[config.mk]
export PLATFORM = sky130hd
export DESIGN_NAME = udma_uart_rx_packer
export DESIGN_NICKNAME = d
export VERILOG_FILES = /design/src/rtl/udma_uart_pkg.sv /design/src/rtl/udma_uart_rx_timeout.sv /design/src/rtl/udma_uart_rx_packer.sv
export SDC_FILE = /design/constraint.sdc
export NUM_CORES = 1
export LEC_CHECK = 0
export ABC_AREA = 1
export BUFFER_PORTS_ARGS = -buffer_cell sky130_fd_sc_hd__buf_2
export CORE_MARGIN = 2
export CORE_UTILIZATION = 31
export DETAILED_ROUTE_END_ITERATION = 7
export GPL_TIMING_DRIVEN = 0
export SYNTH_ARGS = -nofsm -noshare
export SYNTH_HDL_FRONTEND = slang
export SYNTH_SLANG_ARGS = --single-unit
[constraint.sdc]
create_clock -name sys_clk_i -period 3.8 [get_ports sys_clk_i]
set_input_delay 0.19 -clock sys_clk_i [delete_from_list [all_inputs] [get_ports sys_clk_i]]
set_output_delay 0.19 -clock sys_clk_i [all_outputs]
set_load 0.02 [all_outputs]
[src/rtl/udma_uart_pkg.sv]
`default_nettype none
// ============================================================================
// Module      : udma_uart_pkg
// Description : Types and helpers shared by the UART RX packer and its
//               idle-timeout sub-module. It provides the datasize encoding,
//               the packer FSM state encoding, and the datasize-to-bytes
//               mapping.
// Revision    : 1.0 - initial release
// ============================================================================
package udma_uart_pkg;

    typedef enum logic [1:0] {
        DS_BYTE = 2'b00,
        DS_HALF = 2'b01,
        DS_WORD = 2'b10
    } datasize_e;

    typedef enum logic [0:0] {
        ST_FILL  = 1'b0,
        ST_FLUSH = 1'b1
    } packer_state_e;

    // The reserved encoding 11 is treated as a full word.
    function automatic datasize_e ds_normalize(input logic [1:0] ds);
        case (ds)
            2'b00:   return DS_BYTE;
            2'b01:   return DS_HALF;
            default: return DS_WORD;
        endcase
    endfunction

    // Returns the number of bytes per transfer (N) for a datasize.
    function automatic logic [2:0] ds_to_nbytes(input logic [1:0] ds);
        case (ds)
            2'b00:   return 3'd1;
            2'b01:   return 3'd2;
            default: return 3'd4;
        endcase
    endfunction

endpackage : udma_uart_pkg
`default_nettype wire

[src/rtl/udma_uart_rx_timeout.sv]
`default_nettype none
// ============================================================================
// Module      : udma_uart_rx_timeout
// Description : Idle counter for the RX packer. It counts cycles in which a
//               partial word waits with no new byte, and it pulses event_o in
//               the cycle where the count reaches cfg_timeout_i. The counter
//               saturates at all-ones. A threshold of 0 disables the event.
// Ports       : sys_clk_i, rstn_i (async, active-low)
//               clr_i         - synchronous clear
//               tick_i        - idle cycle qualifier; when low the count clears
//               cfg_timeout_i - threshold in idle cycles
//               event_o       - one-cycle expiry pulse
// Revision    : 1.0 - initial release
// ============================================================================
module udma_uart_rx_timeout
    import udma_uart_pkg::*;
#(
    parameter int TIMEOUT_WIDTH = 16
) (
    input  logic                     sys_clk_i,
    input  logic                     rstn_i,
    input  logic                     clr_i,
    input  logic                     tick_i,
    input  logic [TIMEOUT_WIDTH-1:0] cfg_timeout_i,
    output logic                     event_o
);

    logic [TIMEOUT_WIDTH-1:0] timer_q;
    logic [TIMEOUT_WIDTH-1:0] timer_d;

    // Any non-idle cycle (an accepted byte, or no partial word held) restarts
    // the count.
    always_comb begin
        timer_d = timer_q;
        if (clr_i || !tick_i) begin
            timer_d = '0;
        end else if (timer_q != '1) begin
            timer_d = timer_q + 1'b1;
        end
    end

    always_ff @(posedge sys_clk_i or negedge rstn_i) begin
        if (!rstn_i) begin
            timer_q <= '0;
        end else begin
            timer_q <= timer_d;
        end
    end

    // timer_q holds the count of idle cycles already completed. The current
    // idle cycle is therefore cycle number timer_q + 1.
    assign event_o = tick_i && (cfg_timeout_i != '0) &&
                     (timer_q == cfg_timeout_i - 1'b1);

endmodule : udma_uart_rx_timeout
`default_nettype wire

[src/rtl/udma_uart_rx_packer.sv]
`default_nettype none
// ============================================================================
// Module      : udma_uart_rx_packer
// Description : Packs the received UART byte stream little-endian into
//               8/16/32-bit uDMA transfers. Partial words drain as single
//               bytes on flush_i, on a datasize change, or on an idle
//               timeout. The timeout is built only when the macro
//               UDMA_UART_RX_TIMEOUT_EN is defined.
// Ports       : sys_clk_i, rstn_i (async, active-low)
//               cfg_datasize_i, cfg_timeout_i, cfg_clr_i, flush_i
//               in_data_i/in_valid_i/in_ready_o     - byte input
//               out_data_o/out_datasize_o/out_valid_o/out_ready_i - output
//               timeout_event_o, byte_cnt_o         - status
// Revision    : 1.0 - initial release
// ============================================================================
module udma_uart_rx_packer
    import udma_uart_pkg::*;
#(
    parameter int TIMEOUT_WIDTH = 16
) (
    input  logic                     sys_clk_i,
    input  logic                     rstn_i,
    input  logic [1:0]               cfg_datasize_i,
    input  logic [TIMEOUT_WIDTH-1:0] cfg_timeout_i,
    input  logic                     cfg_clr_i,
    input  logic                     flush_i,
    input  logic [7:0]               in_data_i,
    input  logic                     in_valid_i,
    output logic                     in_ready_o,
    output logic [31:0]              out_data_o,
    output logic [1:0]               out_datasize_o,
    output logic                     out_valid_o,
    input  logic                     out_ready_i,
    output logic                     timeout_event_o,
    output logic [2:0]               byte_cnt_o
);

    packer_state_e state_q, state_d;
    datasize_e     ds_prev_q, ds_prev_d;
    logic [31:0]   acc_q, acc_d;
    logic [2:0]    cnt_q, cnt_d;
    logic [31:0]   out_data_q, out_data_d;
    logic [1:0]    out_ds_q, out_ds_d;
    logic          out_valid_q, out_valid_d;

    datasize_e     ds_norm;
    logic [2:0]    nbytes;
    logic          accept;
    logic          slot_free;
    logic [31:0]   acc_fill;
    logic [2:0]    cnt_fill;
    logic          word_done;
    logic          partial;
    logic          ds_changed;
    logic          flush_start;
    logic          timeout_hit;

    assign ds_norm   = ds_normalize(cfg_datasize_i);
    assign nbytes    = ds_to_nbytes(cfg_datasize_i);
    assign accept    = in_valid_i && in_ready_o;
    assign slot_free = !out_valid_q || out_ready_i;

    // Place an accepted byte into the accumulator before any flush decision,
    // so a flush that arrives with a byte still includes that byte.
    always_comb begin
        acc_fill = acc_q;
        cnt_fill = cnt_q;
        if (accept) begin
            acc_fill[{cnt_q[1:0], 3'b000} +: 8] = in_data_i;
            cnt_fill                            = cnt_q + 3'd1;
        end
    end

    assign word_done  = (state_q == ST_FILL) && (cnt_fill >= nbytes);
    assign partial    = (cnt_fill != 3'd0) && (cnt_fill < nbytes);
    // Only bytes held from earlier cycles make a datasize change relevant.
    assign ds_changed = (ds_norm != ds_prev_q) && (cnt_q != 3'd0);
    assign flush_start = (state_q == ST_FILL) && partial &&
                         (flush_i || timeout_hit || ds_changed);

`ifdef UDMA_UART_RX_TIMEOUT_EN
    logic timer_tick;
    logic timeout_raw;

    assign timer_tick = (state_q == ST_FILL) && (cnt_q != 3'd0) &&
                        (cnt_q < nbytes) && !accept;

    udma_uart_rx_timeout #(
        .TIMEOUT_WIDTH (TIMEOUT_WIDTH)
    ) u_timeout (
        .sys_clk_i     (sys_clk_i),
        .rstn_i        (rstn_i),
        .clr_i         (cfg_clr_i),
        .tick_i        (timer_tick),
        .cfg_timeout_i (cfg_timeout_i),
        .event_o       (timeout_raw)
    );

    assign timeout_hit = timeout_raw && !cfg_clr_i;
`else
    logic unused_timeout;
    assign unused_timeout = ^cfg_timeout_i;
    assign timeout_hit    = 1'b0;
`endif

    // FSM: state register
    always_ff @(posedge sys_clk_i or negedge rstn_i) begin
        if (!rstn_i) begin
            state_q <= ST_FILL;
        end else begin
            state_q <= state_d;
        end
    end

    // FSM: next state
    always_comb begin
        state_d = state_q;
        if (cfg_clr_i) begin
            state_d = ST_FILL;
        end else begin
            case (state_q)
                ST_FILL:  if (flush_start) state_d = ST_FLUSH;
                ST_FLUSH: if (slot_free && cnt_q <= 3'd1) state_d = ST_FILL;
                default:  state_d = ST_FILL;
            endcase
        end
    end

    // FSM: outputs
    always_comb begin
        in_ready_o = (state_q == ST_FILL) && (cnt_q < nbytes);
    end

    // Datapath: accumulator, count, and the one-entry output register
    always_comb begin
        acc_d       = acc_q;
        cnt_d       = cnt_q;
        out_data_d  = out_data_q;
        out_ds_d    = out_ds_q;
        out_valid_d = out_valid_q && !out_ready_i;
        ds_prev_d   = ds_norm;

        if (cfg_clr_i) begin
            acc_d       = '0;
            cnt_d       = '0;
            out_data_d  = '0;
            out_ds_d    = DS_BYTE;
            out_valid_d = 1'b0;
        end else if (state_q == ST_FILL) begin
            acc_d = acc_fill;
            cnt_d = cnt_fill;
            // A completed word waits in the accumulator until the slot frees.
            if (word_done && slot_free) begin
                out_data_d  = acc_fill;
                out_ds_d    = ds_norm;
                out_valid_d = 1'b1;
                acc_d       = '0;
                cnt_d       = '0;
            end
        end else if (slot_free) begin
            // The right shift fills with zeros, so the accumulator is clean
            // again once the count reaches 0.
            out_data_d  = {24'd0, acc_q[7:0]};
            out_ds_d    = DS_BYTE;
            out_valid_d = 1'b1;
            acc_d       = {8'd0, acc_q[31:8]};
            cnt_d       = cnt_q - 3'd1;
        end
    end

    always_ff @(posedge sys_clk_i or negedge rstn_i) begin
        if (!rstn_i) begin
            acc_q       <= '0;
            cnt_q       <= '0;
            out_data_q  <= '0;
            out_ds_q    <= DS_BYTE;
            out_valid_q <= 1'b0;
            ds_prev_q   <= DS_BYTE;
        end else begin
            acc_q       <= acc_d;
            cnt_q       <= cnt_d;
            out_data_q  <= out_data_d;
            out_ds_q    <= out_ds_d;
            out_valid_q <= out_valid_d;
            ds_prev_q   <= ds_prev_d;
        end
    end

    assign out_data_o      = out_data_q;
    assign out_datasize_o  = out_ds_q;
    assign out_valid_o     = out_valid_q;
    assign byte_cnt_o      = cnt_q;
    assign timeout_event_o = timeout_hit;

endmodule : udma_uart_rx_packer
`default_nettype wire

Word level (Yosys, flattened, before mapping)
Cells that the tools add are included.
- eq/ne operators: 3
- bitwise gates (word level): 1
- divide/modulo/power cells: 0
- $mul: 0
- reduce and logical (&&, ||, !) cells: 19
- add/subtract/negate cells: 3
- magnitude comparators: 4
- muxes and demuxes: 29
- shifts and indexed selects: 2
- operator list (operator ; number):
    32-bit 2-to-1 mux ; 9
    32-bit bitwise mux ; 1
    8-bit by 7-bit variable shift with 32-bit output (first input constant) ; 1
    8-bit by 7-bit indexed part select with 32-bit output ; 1
    3-bit 2-to-1 mux ; 5
    1-bit logical AND ; 10
    3-bit nonzero test ; 3
    2-bit 2-to-1 mux ; 4
    1-bit 2-to-1 mux ; 7
    5-bit negator with 7-bit output ; 1
    3-bit less-than comparator ; 2
    3-bit one-hot mux with 2 select lines ; 1
    2-bit one-hot mux with 2 select lines ; 1
    3-bit by 1-bit adder with 3-bit output (second input constant) ; 1
    3-bit >= comparator ; 1
    3-bit by 1-bit <= comparator with 1-bit output (second input constant) ; 1
    3-bit by 2-bit != test with 1-bit output (second input constant) ; 1
    3-bit by 1-bit subtractor with 3-bit output (second input constant) ; 1
    2-bit by 1-bit equality test with 1-bit output (second input constant) ; 1
    1-bit logical NOT ; 2
    2-bit logical NOT ; 1
    1-bit logical OR ; 2
    2-bit != test ; 1
    1-bit one-hot mux with 2 select lines ; 1
    2 further kinds ; 2
- memories kept: 0
- memory bits (writable): 0
- latch bits: 0
- bits in registers: 73
- output and inout bits: 40
- logic and storage cells: 68
- memory bits (read-only): 0

Depth between registers and ports, before layout
- depth in word-level cells: 13
- mapped depth: 19
- depth with buffers taken out: 18

Worst setup path before layout
OpenSTA, ideal clock, no wires.
- path type: flip-flop to flip-flop
- start: register cnt_q[0], in the netlist byte_cnt_o[0]
- end: register acc_q[4]
- arrival time: 2.805 ns
- clock period less this slack: 2.922 ns
- data required time: 3.684 ns
- setup slack: 0.878 ns
- stages on the path, launching flop included: 17
- path through: dfrtp_1 inv_2 buf_2 ha_1 inv_1 nand4_1 nand2_1 inv_1 ha_1 nand3_1 nand4_1 nand2_1 nand3_1 clkbuf_1 nor2_1 nand2_1 nand2_1
- cells in the longest elaborated chain, start to end: 10
- RTL lines (what ; line ; RTL):
    start, declared ; udma_uart_rx_packer.sv:41 ; logic [2:0] cnt_q, cnt_d;
    start signal, assigned ; udma_uart_rx_packer.sv:181 ; cnt_q <= cnt_d;
    branches (longest 7 deep; another with 5-bit negator with 7-bit output) ; -- ;
    32-bit 2-to-1 mux (*) ; udma_uart_rx_packer.sv:153 ; if (word_done && slot_free) begin
    32-bit 2-to-1 mux (*) ; udma_uart_rx_packer.sv:149 ; end else if (state_q == ST_FILL) begin
    32-bit 2-to-1 mux (*) ; udma_uart_rx_packer.sv:143 ; if (cfg_clr_i) begin
    end signal, assigned ; udma_uart_rx_packer.sv:173 ; acc_q <= '0;
    end signal, assigned ; udma_uart_rx_packer.sv:180 ; acc_q <= acc_d;
    end, declared ; udma_uart_rx_packer.sv:40 ; logic [31:0] acc_q, acc_d;
Mark *: on every way between the ends.
A chain may end at the register's enable or synchronous reset.

Worst setup path after layout
- start: register cnt_q[0], in the netlist byte_cnt_o[0]
- end: register acc_q[19]
The elaborated chain is that of the path after synthesis.

==> run_summary.xml <==
<?xml version="1.0" encoding="UTF-8"?>
<metrics>
  <group name="outcome">
    <metric name="outcome" unit="">complete, no violations</metric>
  </group>
  <group name="critical_path">
    <metric name="worstPathMaxFanout" unit="">12</metric>
    <metric name="timing.critical_path.slowest_cell_delay" unit="ps">530</metric>
    <metric name="timing.critical_path.cells" unit="">inv_2, buf_2, ha_1, inv_1, nand4_1, nand2_1, inv_1, ha_1, nand3_1, nand4_1, nand2_1, nand3_1, clkbuf_1, o21bai_1</metric>
    <metric name="cp_data_required_time" unit="ps">4000</metric>
    <metric name="worst_path_max_delay_cell" unit="">sky130_fd_sc_hd__dfrtp_2</metric>
    <metric name="register_to_register_setup_slack" unit="ps">280</metric>
    <metric name="timing.setup.critical_path_class" unit="">flip-flop to flip-flop</metric>
    <metric name="crit-reg2reg-launch" unit="">byte_cnt_o[0]</metric>
    <metric name="cp-start-kind" unit="">flip-flop</metric>
    <metric name="endpoint_kind" unit="">flip-flop</metric>
    <metric name="timing.critical_path.arrival" unit="ps">3720</metric>
    <metric name="r2r-end" unit="">acc_q[19]</metric>
    <metric name="ff2ff_path_depth" unit="">14</metric>
  </group>
  <group name="synth">
    <metric name="syn-mean-instance-area" unit="µm²">6.86</metric>
    <metric name="synthesis.area" unit="µm²">4590</metric>
    <metric name="seq_area_frac_synth" unit="%">39.8</metric>
    <metric name="yosysUniqueCellTypes" unit="">29</metric>
    <metric name="ys_seq_elements" unit="">73</metric>
    <metric name="postSynthCellCount" unit="">669</metric>
    <metric name="syn_nets" unit="">713</metric>
    <metric name="ys_warn_count" unit="">0</metric>
  </group>
  <group name="power_and_ir_drop">
    <metric name="p_int" unit="mW">2.32</metric>
    <metric name="total_leakage_power" unit="nW">2.88</metric>
    <metric name="net_switching_share_of_the_total_power" unit="%">46.0</metric>
    <metric name="power.total" unit="mW">4.30</metric>
    <metric name="pwr_density_cell" unit="nW/µm²">788</metric>
    <metric name="clkPwrFrac" unit="%">21.9</metric>
    <metric name="irDropWorstVdd" unit="µV">354</metric>
    <metric name="total_switching_power" unit="mW">1.98</metric>
    <metric name="seqPwrFrac" unit="%">29.7</metric>
    <metric name="power_frac_comb" unit="%">48.4</metric>
  </group>
  <group name="route">
    <metric name="antenna_violating_nets_post_route" unit="">0</metric>
    <metric name="drt_pre_antenna_iters" unit="">7</metric>
    <metric name="viasPerCell" unit="">4.92</metric>
    <metric name="first_iter_violations" unit="">392</metric>
    <metric name="drt-wirelength-per-cell" unit="µm">14.9</metric>
    <metric name="routed_wirelength" unit="mm">13.7</metric>
    <metric name="drcViolationCount" unit="">0</metric>
    <metric name="dr_total_vias" unit="">4547</metric>
  </group>
  <group name="place">
    <metric name="port_buffers" unit="">54</metric>
    <metric name="pre_cts_ws" unit="ps">168</metric>
    <metric name="number_of_placed_instances_with_taps_included" unit="">908</metric>
    <metric name="dp.final_hpwl" unit="mm">10.3</metric>
    <metric name="place.gp.congestion" unit="">0.893</metric>
  </group>
  <group name="min_path">
    <metric name="hold_start" unit="">cfg_datasize_i[1]</metric>
    <metric name="min_delay_path_depth" unit="">2</metric>
    <metric name="hold_path_class" unit="">input pin to flip-flop</metric>
    <metric name="hold_path_end" unit="">ds_prev_q[1]</metric>
  </group>
  <group name="sta">
    <metric name="max_slew.worst_pin.slew" unit="ps">552</metric>
    <metric name="grt_setup_unrepaired" unit="">false</metric>
    <metric name="finalHoldViolCount" unit="">0</metric>
    <metric name="hold_slack" unit="ps">119</metric>
    <metric name="maxSlewViolCount" unit="">0</metric>
    <metric name="layout_worst_path_cycle_share" unit="%">92.6</metric>
    <metric name="final.setup.tns" unit="ps">0</metric>
    <metric name="finalCriticalPeriod" unit="ps">3520</metric>
    <metric name="timing.max_slew.rel_slack" unit="%">63.2</metric>
    <metric name="report.final.setup_viol" unit="">0</metric>
    <metric name="maxClockFrequency" unit="GHz">0.284</metric>
    <metric name="skew" unit="ps">6.09</metric>
    <metric name="finalWorstSetupSlack" unit="ps">282</metric>
  </group>
  <group name="finish">
    <metric name="layout.cells.most_common" unit="">sky130_fd_sc_hd__nand2_1</metric>
    <metric name="nets" unit="">780</metric>
    <metric name="insertedDiodeCount" unit="">0</metric>
    <metric name="final_layout_size_suffix_gt1_share" unit="%">16.3</metric>
    <metric name="area_growth_syn_to_layout" unit="%">19.0</metric>
    <metric name="layout.cells.non_filler" unit="">925</metric>
    <metric name="fill_count" unit="">1571</metric>
    <metric name="most_used_cells_in_the_layout_excluding_fill_and_tap_cells" unit="">262 x sky130_fd_sc_hd__nand2_1, 72 x sky130_fd_sc_hd__dfrtp_1, 68 x sky130_fd_sc_hd__buf_2</metric>
  </group>
  <group name="die">
    <metric name="boundaryPins" unit="">72</metric>
    <metric name="placementRows" unit="">44</metric>
    <metric name="core_area" unit="µm²">14500</metric>
    <metric name="floorplan.initialDensity" unit="%">31.7</metric>
    <metric name="dieArea" unit="µm²">15800</metric>
    <metric name="dieWidth" unit="µm">126</metric>
    <metric name="die_h" unit="µm">126</metric>
  </group>
  <group name="clock_network">
    <metric name="clock_latency" unit="ps">340</metric>
    <metric name="numCtsBuffers" unit="">9</metric>
    <metric name="clkSlewWorstSetupHoldPaths" unit="ps">60</metric>
    <metric name="tritoncts_clock_tree" unit="">built</metric>
    <metric name="clock_tree.root_cell" unit="">sky130_fd_sc_hd__clkbuf_16</metric>
    <metric name="cts-root-to-sink-buffers" unit="">2</metric>
    <metric name="clock-sinks" unit="">73</metric>
    <metric name="cts_max_level" unit="">3</metric>
  </group>
  <group name="grt">
    <metric name="track_usage" unit="%">18.2</metric>
    <metric name="first_global_vias" unit="">4252</metric>
    <metric name="first_pass_grt_wire_length" unit="mm">22.6</metric>
    <metric name="number_of_antenna_violations_at_the_first_check_in_global_routing" unit="">0</metric>
    <metric name="pin_count_of_the_biggest_net_entering_global_routing" unit="">65</metric>
    <metric name="gr-total-overflow" unit="">0</metric>
  </group>
  <group name="run">
    <metric name="maxcap_viol_count" unit="">0</metric>
  </group>
</metrics>
-- cell usage after synthesis --
cell type                  instances  area (µm²)
sky130_fd_sc_hd__nor2_1           27         101
sky130_fd_sc_hd__nand3_4           1        17.5
sky130_fd_sc_hd__buf_6             2        22.5
sky130_fd_sc_hd__buf_2            15        75.1
sky130_fd_sc_hd__nand4_1           4        25.0
sky130_fd_sc_hd__nand2_1         262         983
sky130_fd_sc_hd__o21bai_1         16         120
sky130_fd_sc_hd__nor2_4            2        22.5
sky130_fd_sc_hd__clkinv_1          1        3.75
sky130_fd_sc_hd__buf_4             5        37.5
sky130_fd_sc_hd__inv_2             5        18.8
sky130_fd_sc_hd__clkbuf_2          2        10.0
sky130_fd_sc_hd__buf_1             2        7.51
sky130_fd_sc_hd__inv_1            63         236
sky130_fd_sc_hd__nor2_2            5        31.3
sky130_fd_sc_hd__inv_4             1        6.26
sky130_fd_sc_hd__conb_1            1        3.75
sky130_fd_sc_hd__a21oi_1           2        10.0
sky130_fd_sc_hd__o21ai_0          38         190
sky130_fd_sc_hd__and3_1            1        6.26
sky130_fd_sc_hd__dfrtp_1          73        1830
sky130_fd_sc_hd__o21ai_1          38         190
sky130_fd_sc_hd__nand3_1          58         290
sky130_fd_sc_hd__ha_1             12         150
sky130_fd_sc_hd__clkbuf_1          6        22.5
sky130_fd_sc_hd__nand2_4           1        11.3
sky130_fd_sc_hd__nand3_2           1        10.0
sky130_fd_sc_hd__o22ai_1          16         100
sky130_fd_sc_hd__nand2_2           9        56.3
-- power by group through the flow --
| stage | clock, mW | combinational (mW) | sequential, mW |
|---|---|---|---|
| floorplan | 0 | 1.23 | 1.48 |
| global placement | 0 | 2.06 | 1.28 |
| detailed placement | 0 | 2.08 | 1.29 |
| CTS | 0.966 | 2.09 | 1.28 |
| global route | 0.994 | 2.36 | 1.32 |
| finish | 0.943 | 2.08 | 1.28 |
-- layer usage --
layer	vias to the layer above	part of all wire (%)	GRT usage (%)
li1	2265	-	-
met5	-	0	0
met2	155	44	27.9
met3	25	7.0	4.21
met4	0	2.6	5.75
met1	2102	46	25.5
-- sequential cells by signal, summed over array words and instances, names as in the netlist --
register	count
acc_q	32
byte_cnt_o	3
ds_prev_q	2
out_data_o	32
out_datasize_o	2
out_valid_o	1
state_q	1
-- how the worst max path moves through the flow --
stage / start / to / cells past startpoint
6_report: byte_cnt_o[0] / acc_q[19] / 14
5_1_grt: byte_cnt_o[0] / out_data_o[22] / 15
4_1_cts: byte_cnt_o[0] / out_data_o[17] / 15
3_5_place_dp: byte_cnt_o[0] / out_data_o[17] / 15
3_3_place_gp: byte_cnt_o[0] / out_data_o[23] / 15
2_1_floorplan: byte_cnt_o[0] / acc_q[4] / 16
-- area by class of cell --
class	instances	area (µm²)	area share, %
Multi-Input combinational cell	494	2320	42.5
Sequential cell	73	1830	33.5
Timing Repair Buffer	56	310	5.68
Inverter	70	265	4.86
Clock buffer	11	253	4.63
Tap cell	184	230	4.22
Buffer	32	175	3.21
Clock inverter	5	77.6	1.42
-- worst max-delay path, delay by kind of cell, from the launching register on --
kind	cells	cell delay (ps)
and+or+nand+nor	6	850
adders and majority gates	2	690
AOI/OAI and AO/OA	1	160
buffers and inverters	5	1140
DFF	1	530
-- cell families after synthesis --
family	count (synthesis)	share of synthesized area [%]
buffers and inverters	102	9.60
adder cells (fa/ha/maj)	12	3.27
other	1	0.0818
flip-flops	73	39.8
AND/OR/NAND/NOR	371	33.9
AO/OA/AOI/OAI	110	13.3
-- metrics by stage --
step	util [%]	area [µm²]
after global placement	35.1	5090
after detailed placement	35.3	5120
after CTS	37.7	5460
after floorplan	-	4590
final	37.7	5460
after global routing	37.7	5460
-- timing repair --
action,CTS,global route
endpoints found under the hold margin,73,0
endpoints found under the setup margin,0,34
buffers inserted,0,0
hold buffers,1,0
resized for setup,0,1
(Power assumes the default switching activity.)
